[src/rtl/beam_gather.sv]
// beam_gather: three ADC capture channels into per-channel FWFT FIFOs, re-emitted as
// FRAME_LEN-word frames on one AXI-stream. Define BEAM_GATHER_RR_EN for round-robin grant.
module beam_gather #(
  parameter int FRAME_LEN  = 1024,
  parameter int FIFO_DEPTH = 16
) (
  input  logic        clk,
  input  logic        rst,
  input  logic [1:0]  src_sel,
  input  logic [31:0] adc1_t_data,
  input  logic [31:0] adc2_t_data,
  input  logic [31:0] adc3_t_data,
  input  logic        adc1_t_valid,
  input  logic        adc2_t_valid,
  input  logic        adc3_t_valid,
  output logic [31:0] out_t_data,
  output logic        out_t_valid,
  input  logic        out_t_ready,
  output logic        out_t_last,
  output logic [1:0]  out_t_src,
  output logic [2:0]  ovf
);

  localparam int AW = $clog2(FIFO_DEPTH);
  localparam int CW = $clog2(FRAME_LEN);
  localparam logic [CW-1:0] LAST_CNT = CW'(FRAME_LEN - 1);

  typedef enum logic [0:0] {IDLE = 1'b0, STREAM = 1'b1} state_t;

  state_t        state_r, state_nxt_s;
  logic [1:0]    grant_r, grant_nxt_s, sel_s;
  logic [CW-1:0] count_r, count_nxt_s;
  logic [2:0]    in_valid_s, empty_s, pop_s, ovf_s;
  logic [31:0]   in_data_s [3];
  logic [31:0]   head_s [3];
  logic [31:0]   head_sel_s;
  logic          empty_sel_s, hs_s;

  function automatic logic ch_empty(input logic [2:0] empty, input logic [1:0] ch);
    logic res;
    case (ch)
      2'd1:    res = empty[0];
      2'd2:    res = empty[1];
      2'd3:    res = empty[2];
      default: res = 1'b1;
    endcase
    return res;
  endfunction

  assign in_valid_s   = {adc3_t_valid, adc2_t_valid, adc1_t_valid};
  assign in_data_s[0] = adc1_t_data;
  assign in_data_s[1] = adc2_t_data;
  assign in_data_s[2] = adc3_t_data;

  generate
    for (genvar c = 0; c < 3; c++) begin : g_fifo
      logic [31:0] mem_r [FIFO_DEPTH];
      logic [AW:0] wr_ptr_r, rd_ptr_r;
      logic        full_s, push_s, ovf_r;

      assign empty_s[c] = (wr_ptr_r == rd_ptr_r);
      assign full_s     = (wr_ptr_r == {~rd_ptr_r[AW], rd_ptr_r[AW-1:0]});
      // A same-cycle pop frees a slot, so a full FIFO still accepts the write
      assign push_s     = in_valid_s[c] & (~full_s | pop_s[c]);
      assign head_s[c]  = mem_r[rd_ptr_r[AW-1:0]];
      assign ovf_s[c]   = ovf_r;

      // Pointer bookkeeping and sticky overflow flag
      always_ff @(posedge clk or negedge rst) begin
        if (!rst) begin
          wr_ptr_r <= '0;
          rd_ptr_r <= '0;
          ovf_r    <= 1'b0;
        end else begin
          if (push_s) wr_ptr_r <= wr_ptr_r + (AW+1)'(1);
          if (pop_s[c]) rd_ptr_r <= rd_ptr_r + (AW+1)'(1);
          if (in_valid_s[c] & full_s & ~pop_s[c]) ovf_r <= 1'b1;
        end
      end

      // Sample storage; slots are only read after being written
      always_ff @(posedge clk) begin
        if (push_s) mem_r[wr_ptr_r[AW-1:0]] <= in_data_s[c];
      end
    end
  endgenerate

  // Route the granted FIFO head and empty flag to the output
  always_comb begin
    head_sel_s  = 32'd0;
    empty_sel_s = 1'b1;
    case (grant_r)
      2'd1:    begin head_sel_s = head_s[0]; empty_sel_s = empty_s[0]; end
      2'd2:    begin head_sel_s = head_s[1]; empty_sel_s = empty_s[1]; end
      2'd3:    begin head_sel_s = head_s[2]; empty_sel_s = empty_s[2]; end
      default: begin head_sel_s = 32'd0;     empty_sel_s = 1'b1;       end
    endcase
  end

  assign out_t_valid = (state_r == STREAM) & ~empty_sel_s;
  assign out_t_data  = out_t_valid ? head_sel_s : 32'd0;
  assign out_t_last  = out_t_valid & (count_r == LAST_CNT);
  assign out_t_src   = (state_r == STREAM) ? grant_r : 2'd0;
  assign hs_s        = out_t_valid & out_t_ready;
  assign pop_s       = {hs_s & (grant_r == 2'd3), hs_s & (grant_r == 2'd2), hs_s & (grant_r == 2'd1)};
  assign ovf         = ovf_s;

`ifdef BEAM_GATHER_RR_EN
  logic [1:0] rr_ptr_r, cand1_s, cand2_s, unused_sel_s;

  function automatic logic [1:0] ch_next(input logic [1:0] ch);
    logic [1:0] res;
    case (ch)
      2'd1:    res = 2'd2;
      2'd2:    res = 2'd3;
      default: res = 2'd1;
    endcase
    return res;
  endfunction

  assign unused_sel_s = src_sel;
  assign cand1_s      = ch_next(rr_ptr_r);
  assign cand2_s      = ch_next(cand1_s);

  // First non-empty channel scanning upward from the pointer
  always_comb begin
    if (!ch_empty(empty_s, rr_ptr_r)) sel_s = rr_ptr_r;
    else if (!ch_empty(empty_s, cand1_s)) sel_s = cand1_s;
    else if (!ch_empty(empty_s, cand2_s)) sel_s = cand2_s;
    else sel_s = 2'd0;
  end

  // Move the pointer past the channel whose frame just completed
  always_ff @(posedge clk or negedge rst) begin
    if (!rst) rr_ptr_r <= 2'd1;
    else if (hs_s & out_t_last) rr_ptr_r <= ch_next(grant_r);
  end
`else
  // Fixed source: grant src_sel only when it names a non-empty channel
  always_comb begin
    if (ch_empty(empty_s, src_sel)) sel_s = 2'd0;
    else sel_s = src_sel;
  end
`endif

  // FSM state, grant and word count registers
  always_ff @(posedge clk or negedge rst) begin
    if (!rst) begin
      state_r <= IDLE;
      grant_r <= 2'd0;
      count_r <= '0;
    end else begin
      state_r <= state_nxt_s;
      grant_r <= grant_nxt_s;
      count_r <= count_nxt_s;
    end
  end

  // Next-state: grant in IDLE, count handshakes in STREAM
  always_comb begin
    state_nxt_s = state_r;
    grant_nxt_s = grant_r;
    count_nxt_s = count_r;
    case (state_r)
      IDLE: begin
        if (sel_s != 2'd0) begin
          grant_nxt_s = sel_s;
          count_nxt_s = '0;
          state_nxt_s = STREAM;
        end else begin
          state_nxt_s = IDLE;
        end
      end
      STREAM: begin
        if (hs_s) begin
          if (out_t_last) begin
            state_nxt_s = IDLE;
            count_nxt_s = '0;
          end else begin
            count_nxt_s = count_r + CW'(1);
          end
        end else begin
          state_nxt_s = STREAM;
        end
      end
      default: state_nxt_s = IDLE;
    endcase
  end

endmodule

[config.mk]
export PLATFORM = sky130hd
export DESIGN_NAME = beam_gather
export DESIGN_NICKNAME = d
export VERILOG_FILES = /design/src/rtl/beam_gather.sv
export SDC_FILE = /design/constraint.sdc
export NUM_CORES = 2
export LEC_CHECK = 0
export CORE_MARGIN = 8
export CORE_UTILIZATION = 50
export DETAILED_ROUTE_END_ITERATION = 10
export PLACE_DENSITY = 0.77
export SLEW_MARGIN = 15
export SYNTH_ARGS = -nofsm -noshare
export SYNTH_HDL_FRONTEND = slang
export SYNTH_SLANG_ARGS = --single-unit
[constraint.sdc]
create_clock -name clk -period 10.07 [get_ports clk]
set_input_delay 2.5175 -clock clk [delete_from_list [all_inputs] [get_ports clk]]
set_output_delay 2.5175 -clock clk [all_outputs]
set_load 0.05 [all_outputs]
Word level (Yosys, flattened, before mapping)
Memory sizes are Yosys's and may differ from the RTL's.
Cells that the tools add are included.
- output and inout bits: 39
- logic and storage cells: 89
- bits in registers: 46
- input port bits: 104
- memories: 3
- latch bits: 0
- bits in read-only memories: 0
- RAM bits: 1536
- reduce and logical (&&, ||, !) cells: 3
- eq/ne operators: 15
- bitwise gates (word level): 29
- $lt $le $gt $ge: 0
- divide/modulo/power cells: 0
- $mul: 0
- $add $sub $neg: 7
- shifts and indexed selects: 0
- muxes and demuxes: 20
- memories (memory ; words ; width ; rd ports ; clocked after memory_dff ; write ports ; RTL line ; RTL):
    g_fifo[0].mem_r ; 16 ; 32 ; 1 ; 0 ; 1 ; 57 ; logic [31:0] mem_r [FIFO_DEPTH];
    g_fifo[1].mem_r ; 16 ; 32 ; 1 ; 0 ; 1 ; 57 ;
    g_fifo[2].mem_r ; 16 ; 32 ; 1 ; 0 ; 1 ; 57 ;
- operators with widths (operator ; count):
    one-hot mux 32 bit (3 select lines) ; 1
    2-to-1 mux 32 bit ; 1
    adder 5 x 1 -> 5 bit, second input constant ; 6
    == test 5 bit ; 6
    2-to-1 mux 10 bit ; 3
    one-hot mux 10 bit (2 select lines) ; 1
    AND 1 bit ; 15
    NOT 1 bit ; 11
    adder 10 x 1 -> 10 bit, second input constant ; 1
    == test 10 bit, second input constant ; 1
    2-to-1 mux 1 bit ; 9
    == test 2 bit, second input constant ; 4
    one-hot mux 1 bit (3 select lines) ; 2
    == test 2 x 1 -> 1 bit, second input constant ; 2
    2-to-1 mux 2 bit ; 2
    AND reduction 2 bit ; 2
    bitwise OR 1 bit ; 3
    != test 2 x 1 -> 1 bit, second input constant ; 1
    != test 2 bit, second input constant ; 1
    one-hot mux 1 bit (2 select lines) ; 1
    nonzero test 2 bit ; 1

Logic depth before layout (Yosys ltp)
- word-level depth: 10
- gate-level depth with buffers: 9
- gate-level depth less buffers: 7

Worst setup path after synthesis
Ideal clock, no wire load.
- path type: input -> register
- from: input out_t_ready
- to: memory g_fifo[0].mem_r[3][0], enable pin
- slack: 3702 ps
- stages on the path: 8
- library setup time: 461 ps
- arrival: 5907 ps
- required time: 9609 ps
- path buffers: 2
- cells stage by stage: clkbuf_1 nor2b_1 nand2_1 and3_1 nor2b_1 clkbuf_1 nand2_1 nor3_1
- longest elaborated chain between the ends: 6
- RTL lines (element ; RTL line ; RTL):
    from (decl) ; 18 ; input logic out_t_ready,
    AND 1 bit ; 104 ; assign hs_s = out_t_valid & out_t_ready;
    AND 1 bit ; 105 ; assign pop_s = {hs_s & (grant_r == 2'd3), hs_s & (grant_r == 2'd2), hs_s & (grant_r == 2'd1)};
    bitwise OR 1 bit ; 64 ; assign push_s = in_valid_s[c] & (~full_s | pop_s[c]);
    AND 1 bit ; 64 ;
    2-to-1 mux 1 bit ; 83 ; if (push_s) mem_r[wr_ptr_r[AW-1:0]] <= in_data_s[c];
    2-to-1 mux 1 bit (not written as such) ; 83 ;
    to (decl) ; 57 ;
Every way passes these cells.

Worst setup path in the final report
- from: register g_fifo[0].rd_ptr_r[1]
- to: output out_t_data[29]
- longest elaborated chain between the ends: 5
- elaborated cells on any way between the ends: 7
- classes of those cells: 1 x eq/ne; 3 x mux; 2 x bitwise; 1 x memory
- RTL lines (element ; RTL line ; RTL):
    from (decl) ; 58 ; logic [AW:0] wr_ptr_r, rd_ptr_r;
    from (signal assigned) ; 76 ; if (pop_s[c]) rd_ptr_r <= rd_ptr_r + (AW+1)'(1);
    parallel branches: the longest is 4 deep, another holds memory read (16 x 32 bit) ; -- ;
    2-to-1 mux 32 bit * ; 101 ; assign out_t_data = out_t_valid ? head_sel_s : 32'd0;
    to (decl) ; 16 ; output logic [31:0] out_t_data,
Every way passes the cells marked *.

==> run_results.csv <==
group,metric,value,unit
status,status,"completed",
placement,gp_congestion,0.774,
global_routing,use_met2,0.330,
route,drt_iter0_drc,3467,
global_routing,grtUsageTotal,0.214,
worst_hold_path,min_path_type,"flip-flop to flip-flop",
synthesis,postSynth.asyncResetShare,0.0291,
setup_path,ff2ff_path_depth,7,
timing,setup_violations,0,
synthesis,syn_avg_cell_area,22.0,um^2
route,vias_per_cell,6.21,
setup_path,start_kind,"flip-flop",
synthesis,yosysUniqueCellTypes,54,
floorplan,dieArea,133000,um^2
synthesis,synth_nets,2894,
global_routing,antenna_found_initial,26,
synthesis,syn_inst,2774,
global_routing,first_global_vias,30020,
route,wl_per_cell,30.4,um
cells_and_area,area_growth,13.6,%
global_routing,grt_max_degree,70,
synthesis,synth_top_area_cell,"edfxtp_1",
timing,slew_violations,0,
global_routing,grt_use_met3,0.0759,
floorplan,ioPinCount,143,
timing,clock_skew,29.0,ps
route,totalWireLength,144,mm
timing,layout_min_cycle_time,7920,ps
timing,max-slew-margin-rel,0.209,
floorplan,row_count,128,
synthesis,synth_warnings,0,
synthesis,synthTopCellsByCount,"edfxtp_1, mux4_2, a22oi_1",
worst_hold_path,min_path_cells,1,
timing,finalHoldViolCount,0,
placement,io_buffers,142,
cells_and_area,nets,3098,
setup_path,path_depth,7,
power_and_ir_drop,power_density,292,nW/um^2
setup_path,required,7550,ps
synthesis,ys_ff_latch,1582,
clocking,ctsHoldBuffers,0,
power_and_ir_drop,finalPower,20200,uW
setup_path,critPathArrivalTime,5400,ps
synthesis,syn-cell-area,60900,um^2
route,via_count,29374,
setup_path,worst_path_largest_cell_delay,1060,ps
clocking,root_buffer,"clkbuf_16",
global_routing,grt_busiest_layer,"met2",
synthesis,synth.most_common_cell,"edfxtp_1",
synthesis,yosys_most_used_dff,"edfxtp_1",
power_and_ir_drop,leakagePower,0.0217,uW
route,drcViolationCount,0,
global_routing,gr-total-overflow,0,
floorplan,coreArea,121000,um^2
setup_path,slowest_stage,"dfrtp_4",
clocking,insertion_delay,750,ps
placement,dp_hpwl,79.5,mm
cells_and_area,drive_above_1_share,0.238,
power_and_ir_drop,peakVddDrop,0.000334,V
floorplan,die_h,365,um
job,drv_cap,0,
setup_path,path_class,"flip-flop to output pin",
clocking,clock_path_buffers,3,
timing,min_period_over_period,0.786,
synthesis,synth_seq_area_share,0.776,
floorplan,dieWidth,365,um
clocking,numCtsBuffers,153,
global_routing,grt_use_met1,0.284,
clocking,postCtsSetupRepairBufs,0,
setup_path,crit_buf_inv,2,
clocking,htreeDepth,4,
synthesis,synth_top_area_frac,0.757,
setup_path,worstPathCellList,"buf_4 -> mux4_2 -> a22oi_1 -> a21oi_1 -> a221oi_1 -> nor2_1 -> clkdlybuf4s50_1",
timing,tns,0,ps
clocking,cts_tree,"yes",
setup_path,cp_top_family,"buffers and inverters",
timing,rsz0062_at_grt,"false",
synthesis,synth_edf_count,1536,
route,ant_nets,0,
clocking,ctsResizeCount,0,
synthesis,synthTopCellsByArea,"edfxtp_1, mux4_2, dfrtp_1, a22oi_1, clkbuf_1",
global_routing,grt_pass1_wl,207,mm
setup_path,worst-path-max-fanout,67,
setup_path,crit_path_end_kind,"output pin",
floorplan,start_util,0.502,
clocking,cts.sink_count,1582,
timing,worstMarginPinSlew,1190,ps
route,drt_pass1_iterations,5,
timing,max_freq,0.126,GHz
clocking,clk_pin_slew,60,ps
## cell type report
cell class                      count  area (um^2)
Inverter                           23         86.3
Timing Repair Buffer              215         1990
Clock inverter                     70          524
Clock buffer                      203         4130
Multi-Input combinational cell   1003        13100
Sequential cell                  1582        47300
Tap cell                         1625         2030
Antenna cell                       10         25.0
Fill cell                        8596        52200
## cells in the final DEF (no fill, tap or decap), drive strengths merged, types with 9 or more instances in the layout
cell           instances
nor3                  12
nor2b                 40
xor2                  17
xnor2                 22
dfrtp                 46
nand2                 57
mux4                 384
a211oi                32
a21oi                 65
and2                  25
clkinv                56
mux2i                 33
diode                 10
a221oi                32
clkdlybuf4s50        141
nor2                  60
inv                   30
nand3                  9
buf                   74
edfxtp              1536
ha                    16
nand4                 11
clkbuf               203
a22oi                128
## worst paths after layout
check	start	to	slack (ps)
worst min register to register	g_fifo[0].ovf_r	g_fifo[0].ovf_r	470
worst max register to register	g_fifo[0].rd_ptr_r[1]	g_fifo[0].mem_r[14][23]	5960
worst max-delay path	g_fifo[0].rd_ptr_r[1]	out_t_data[29]	2150
worst min-delay path	g_fifo[0].ovf_r	g_fifo[0].ovf_r	470
min in group asynchronous	rst	g_fifo[0].ovf_r	1880
max in group asynchronous	rst	g_fifo[0].rd_ptr_r[1]	7670
## layer usage
| metal | vias up | share of wire |
|---|---|---|
| met5 | - | 0.00098 |
| met4 | 22 | 0.037 |
| met3 | 277 | 0.12 |
| met2 | 1573 | 0.47 |
| met1 | 15390 | 0.38 |
| li1 | 12112 | - |
## through the flow
| step | cells | instance area (um^2) | hold slack (ps) | util | setup WS [ps] |
|---|---|---|---|---|---|
| 2_1_floorplan | 2774 | 60900 | 429 | - | 3700 |
| 3_3_place_gp | 4447 | 64500 | 441 | 0.531 | 2980 |
| 3_5_place_dp | 4447 | 64500 | 458 | 0.531 | 3020 |
| 4_1_cts | 4720 | 69200 | 469 | 0.570 | 2230 |
| 5_1_grt | 4724 | 69200 | 483 | 0.570 | 1850 |
| 6_report | 4731 | 69200 | 468 | 0.570 | 2150 |
## kinds of logic after synthesis
| kind of cell | count (synthesis) | synth area share |
|---|---|---|
| adder cells (fa/ha/maj) | 16 | 0.00329 |
| multiplexers | 422 | 0.148 |
| AO/OA/AOI/OAI | 283 | 0.0329 |
| flip-flops | 1582 | 0.776 |
| buffers and inverters | 189 | 0.0131 |
| XOR/XNOR | 39 | 0.00561 |
| AND/OR/NAND/NOR | 243 | 0.0205 |
## sequential cells by signal, summed over array words and instances, names as in the netlist
name             count
g_fifo.mem_r      1536
g_fifo.ovf_r         3
grant_r              2
g_fifo.wr_ptr_r     15
state_r              1
g_fifo.rd_ptr_r     15
count_r             10
## report_power, final
group / switching (uW) / internal [uW]
clock: 2350 / 3040
combinational: 3760 / 2480
sequential: 608 / 7950
Note: power is estimated with default switching activity, not from simulation.
